`src/rtl/cam_write_buffer.sv`:
```
`default_nettype none
// cam_write_buffer: packs camera bytes into 16-bit words, queues them in a FIFO and
// writes each one to DRAM over a four-phase req/ack handshake.  Rev 1.0
module cam_write_buffer #(
  parameter int          FIFO_DEPTH = 8,
  parameter logic [14:0] START_ADDR = 15'h0000
) (
  input  logic                          CLK100MHz,
  input  logic                          reset,
  input  logic                          frameStart,
  input  logic                          pixelValid,
  input  logic [7:0]                    pixelData,
  input  logic                          DRAMWriteAck,
  output logic                          DRAMWriteReq,
  output logic [12:0]                   rowAddress,
  output logic [1:0]                    bankAddress,
  output logic [15:0]                   dataToDRAM,
  output logic [$clog2(FIFO_DEPTH):0]   fifoCount,
  output logic                          overflow
);
  localparam int AW = $clog2(FIFO_DEPTH);
  localparam int CW = AW + 1;
  localparam logic [CW-1:0] C_DEPTH = FIFO_DEPTH[CW-1:0];

  typedef enum logic [1:0] {
    IDLE    = 2'd0,
    REQ     = 2'd1,
    RELEASE = 2'd2
  } state_t;

  state_t          state_q;
  logic            req_q, ovf_q, phase_q, clr_pend_q, nonempty_q;
  logic [7:0]      hi_q;
  logic [15:0]     data_q;
  logic [14:0]     addr_q, out_addr_q;
  logic [AW-1:0]   wr_ptr_q, wr_ptr_d, rd_ptr_q, rd_ptr_d;
  logic [CW-1:0]   count_q, count_d;
  logic [15:0]     mem_q [FIFO_DEPTH];
  logic            in_flight, pop, word_done, push, drop;

  always_comb begin
    in_flight = (state_q == REQ) || (state_q == RELEASE);
    pop       = (state_q == RELEASE) && !DRAMWriteAck;
    word_done = pixelValid && phase_q && !frameStart;
    push      = word_done && ((count_q != C_DEPTH) || pop);
    drop      = word_done && !push;
    rd_ptr_d  = rd_ptr_q + AW'(pop);
    wr_ptr_d  = wr_ptr_q + AW'(push);
    count_d   = count_q + CW'(push) - CW'(pop);
    // A frame restart keeps only the word currently being handed to DRAM.
    if (frameStart) begin
      if (in_flight) begin
        wr_ptr_d = rd_ptr_q + AW'(1);
        count_d  = pop ? '0 : CW'(1);
      end else begin
        wr_ptr_d = rd_ptr_q;
        count_d  = '0;
      end
    end
  end

  always_ff @(posedge CLK100MHz) begin
    if (push) mem_q[wr_ptr_q] <= {hi_q, pixelData};
  end

  always_ff @(posedge CLK100MHz or posedge reset) begin
    if (reset) begin
      state_q    <= IDLE;
      req_q      <= 1'b0;
      data_q     <= '0;
      out_addr_q <= '0;
      addr_q     <= START_ADDR;
      clr_pend_q <= 1'b0;
      ovf_q      <= 1'b0;
      phase_q    <= 1'b0;
      hi_q       <= '0;
      wr_ptr_q   <= '0;
      rd_ptr_q   <= '0;
      count_q    <= '0;
      nonempty_q <= 1'b0;
    end else begin
      wr_ptr_q   <= wr_ptr_d;
      rd_ptr_q   <= rd_ptr_d;
      count_q    <= count_d;
      nonempty_q <= (count_q != '0);
      if (frameStart) begin
        phase_q <= pixelValid;
        ovf_q   <= 1'b0;
      end else begin
        if (pixelValid) phase_q <= ~phase_q;
        if (drop)       ovf_q   <= 1'b1;
      end
      if (pixelValid && (frameStart || !phase_q)) hi_q <= pixelData;
      if (frameStart && in_flight && !pop) clr_pend_q <= 1'b1;
      if (frameStart && !in_flight) addr_q <= '0;
      // nonempty_q lags count_q by one edge, giving the two-edge push-to-req latency.
      case (state_q)
        IDLE: begin
          if (!frameStart && nonempty_q && (count_q != '0)) begin
            state_q    <= REQ;
            req_q      <= 1'b1;
            data_q     <= mem_q[rd_ptr_q];
            out_addr_q <= addr_q;
          end
        end
        REQ: begin
          if (DRAMWriteAck) begin
            state_q <= RELEASE;
            req_q   <= 1'b0;
          end
        end
        RELEASE: begin
          if (!DRAMWriteAck) begin
            state_q    <= IDLE;
            addr_q     <= (frameStart || clr_pend_q) ? 15'h0000 : addr_q + 15'h0001;
            clr_pend_q <= 1'b0;
          end
        end
        default: begin
          state_q <= IDLE;
          req_q   <= 1'b0;
        end
      endcase
    end
  end

  assign DRAMWriteReq = req_q;
  assign dataToDRAM   = data_q;
  assign rowAddress   = out_addr_q[12:0];
  assign bankAddress  = out_addr_q[14:13];
  assign fifoCount    = count_q;
  assign overflow     = ovf_q;
endmodule
`default_nettype wire
```
`config.mk`:
```
export PLATFORM = sky130hd
export DESIGN_NAME = cam_write_buffer
export DESIGN_NICKNAME = d
export VERILOG_FILES = /design/src/rtl/cam_write_buffer.sv
export SDC_FILE = /design/constraint.sdc
export NUM_CORES = 1
export LEC_CHECK = 0
export BUFFER_PORTS_ARGS = -buffer_cell sky130_fd_sc_hd__buf_2
export CAP_MARGIN = 20
export CELL_PAD_IN_SITES_DETAIL_PLACEMENT = 1
export CELL_PAD_IN_SITES_GLOBAL_PLACEMENT = 2
export CORE_UTILIZATION = 39
export DETAILED_ROUTE_END_ITERATION = 10
export HOLD_SLACK_MARGIN = 0.08
export PLACE_DENSITY_LB_ADDON = 0.1
export SYNTH_ARGS = -nofsm -noshare
export SYNTH_HDL_FRONTEND = slang
export SYNTH_SLANG_ARGS = --single-unit
```
`constraint.sdc`:
```
create_clock -name CLK100MHz -period 2.6 [get_ports CLK100MHz]
set_input_delay 0.52 -clock CLK100MHz [delete_from_list [all_inputs] [get_ports CLK100MHz]]
set_output_delay 0.52 -clock CLK100MHz [all_outputs]
set_load 0.01 [all_outputs]
```
==> impl_metrics.csv <==
group,metric,value,unit
grt,antenna_found_initial,0,
logic_synthesis,synth_top_area_share,47.3,%
setup_path,critPathSlowestCell,"fa_1",
routing,postRouteAntennaNets,0,
clock_network,cts_tree,"built",
grt,first_global_vias,5210,
final_layout,final_area,9350,um^2
clock_network,cts_max_path_buffers,2,
logic_synthesis,synth.cell_area,8130,um^2
timing,slew_violations,0,
final_layout,fin_cells,936,
timing,worst_slew_pin_slew,739,ps
setup_path,cp-end-kind,"flip-flop",
power_and_ir_drop,peakVddDrop,0.535,mV
logic_synthesis,ys_seq_area_share,69.1,%
timing,period_share,90.1,%
setup_path,cp_max_fo,7,
status,status,"finished, final reports clean",
setup_path,arrival,2650,ps
final_layout,final_cell_mix,"128 x edfxtp_1, 91 x nand2_1, 70 x dfrtp_1",
routing,drt-total-wl,18000,um
logic_synthesis,synth-edff-count,128,
die,io_pins,50,
timing,rsz0062_at_grt,"false",
logic_synthesis,async_flop_share,35.7,%
logic_synthesis,synthesis.nets,618,
timing,fmax,427,MHz
place,finalWeightedCongestion,0.771,
logic_synthesis,avgSynthCellArea,13.8,um^2
die,coreArea,20400,um^2
power_and_ir_drop,p_leak,3.79,nW
grt,grt_max_degree,68,
power_and_ir_drop,p_total,9.06,mW
timing,finalSetupTns,0,ps
final_layout,fill_cells,2067,
run,maxCapViolCount,0,
worst_hold_path,hold_class,"primary input to async pin",
clock_network,ctsRootBufferMaster,"clkbuf_16",
timing,skew,15.3,ps
die,dieArea,21400,um^2
setup_path,path_class,"flip-flop to flip-flop",
final_layout,layout_commonest_cell,"edfxtp_1",
clock_network,ctsResizeCount,0,
clock_network,cts_hold_buf,0,
setup_path,crit_required,2910,ps
clock_network,cts.clk_slew.worst_paths,70,ps
timing,setup_violations,0,
routing,drt_iter0_drc,182,
final_layout,fin_nets,681,
logic_synthesis,ys_ff_latch,199,
logic_synthesis,yosysTopAreaCell,"edfxtp_1",
routing,vias,4913,
routing,firstDrtPassIters,4,
grt,grt-ovfl-total,0,
routing,drc,0,
logic_synthesis,ys_warn_count,0,
routing,avgRoutedWirePerCell,19.3,um
timing,fin_ws,257,ps
place,dp_cells,904,
logic_synthesis,synth_cell_type_count,42,
grt,grtUsageTotal,18.3,%
final_layout,diodes,0,
power_and_ir_drop,p_per_area,969,nW/um^2
place,place_hpwl,11200,um
final_layout,drive_gt1_share,17.1,%
clock_network,clock_sinks,199,
setup_path,path_cells,"inv_1 > ha_1 > nand2b_1 > inv_1 > or3_1 > nand2_1 > ha_1 > fa_1 > nor2b_1",
clock_network,htree_num_levels,4,
die,start_util,39.9,%
logic_synthesis,synthTopCellsByArea,"edfxtp_1 47%, dfrtp_1 22%, mux2i_1 8.0%, nand2_1 4.2%, a22oi_1 3.0%",
timing,hold_viol,0,
final_layout,areaGrowthSynthToFinish,14.9,%
grt,grt_pass1_wl,29200,um
setup_path,max_stage_delay,410,ps
routing,vias_per_cell,5.25,
die,rows,52,
timing,min_period,2340,ps
clock_network,numCtsBuffers,17,
clock_network,cts_setup_buffers,0,
place,portBuffers,49,
place,place_ws,265,ps
die,die_w,146,um
logic_synthesis,synthCells,590,
logic_synthesis,synth-main-ff-cell,"edfxtp_1",
place,detailed_place.area,8790,um^2
clock_network,clk_latency,430,ps
timing,relSlewSlack,50.7,%
setup_path,start_kind,"flip-flop",
die,die_height,146,um
## path summary, 6_finish.rpt
| path | slack (ps) | start | endpoint | depth (start not counted) |
|---|---|---|---|---|
| setup / recovery | 260 | state_q[0] | fifoCount[1] | 9 |
| hold / removal | 190 | reset | out_addr_q[10] | 2 |
| setup reg to reg | 260 | state_q[0] | fifoCount[1] | 9 |
| hold reg to reg | 470 | out_addr_q[14] | out_addr_q[14] | 2 |
| max in group asynchronous | 1770 | reset | hi_q[2] | 3 |
| min in group CLK100MHz | 310 | pixelValid | phase_q | 2 |
## layout make-up
class / count / area [um^2] / share of cell area (%)
clock inverter: 11 / 116 / 1.24
timing repair buffer: 72 / 443 / 4.74
inverter: 10 / 38.8 / 0.415
tap: 270 / 338 / 3.61
clock buffer: 21 / 440 / 4.71
sequential: 199 / 5620 / 60.2
multi-input combinational: 353 / 2350 / 25.1
## kinds of logic (layout without fill, tap and decap cells)
family / after synthesis / in the layout / share of synthesized area (%)
buffers and inverters: 38 / 114 / 2.15
DFF: 199 / 199 / 69.1
muxes: 73 / 73 / 9.11
and+or+nand+nor: 175 / 175 / 9.75
AOI/OAI and AO/OA: 83 / 83 / 6.74
adders and majority gates: 15 / 15 / 2.40
xor gates and xnor gates: 7 / 7 / 0.754
## power by group
group / internal, mW / switching [mW]
registers: 3.76 / 0.248
logic: 0.994 / 1.53
clock network: 1.34 / 1.18
total: 6.10 / 2.96
## worst max-delay path, delay by kind of cell, from the launching register on
| family | cells | cell delay, ps |
|---|---|---|
| DFF | 1 | 380 |
| adders and majority gates | 3 | 850 |
| buffers and inverters | 2 | 210 |
| and+or+nand+nor | 4 | 800 |
## layer usage
layer	vias up	GRT usage, %	wire length, um
met1	2545	23.8	8370
met2	56	30.5	9080
met5	-	0	0
li1	2299	-	-
met3	13	3.88	355
met4	0	5.78	228
## registers in the layout (all words and copies together), names as in the netlist, 2 cells and up
| name | count |
|---|---|
| hi_q | 8 |
| rd_ptr_q | 3 |
| dataToDRAM | 16 |
| out_addr_q | 15 |
| mem_q | 128 |
| addr_q | 15 |
| state_q | 2 |
| fifoCount | 4 |
| wr_ptr_q | 3 |
## synthesized netlist by cell type, types with 2 or more instances
cell type / number
buf_6: 2
inv_1: 10
mux2_2: 8
clkbuf_1: 12
nor2_1: 24
nand2_1: 91
o21ai_0: 16
a21oi_1: 11
xnor2_1: 4
nor2b_1: 5
ha_1: 14
o31ai_1: 2
dfrtp_1: 71
nor3b_1: 2
buf_2: 14
nand4_1: 6
mux2i_1: 65
nand2b_1: 7
edfxtp_1: 128
and3_1: 4
a22oi_1: 32
xor2_1: 3
a31oi_1: 11
nor4_1: 2
nor3_1: 4
and2_1: 4
nand3_1: 21
a22o_1: 3
## per-stage QoR
step / hold WS [ps] / util (%)
2_1_floorplan: 450 / -
3_3_place_gp: 453 / 43.2
3_5_place_dp: 458 / 43.2
4_1_cts: 202 / 45.9
5_1_grt: 232 / 45.9
6_report: 195 / 45.9
No activity file was read; power rests on OpenSTA's default activity.
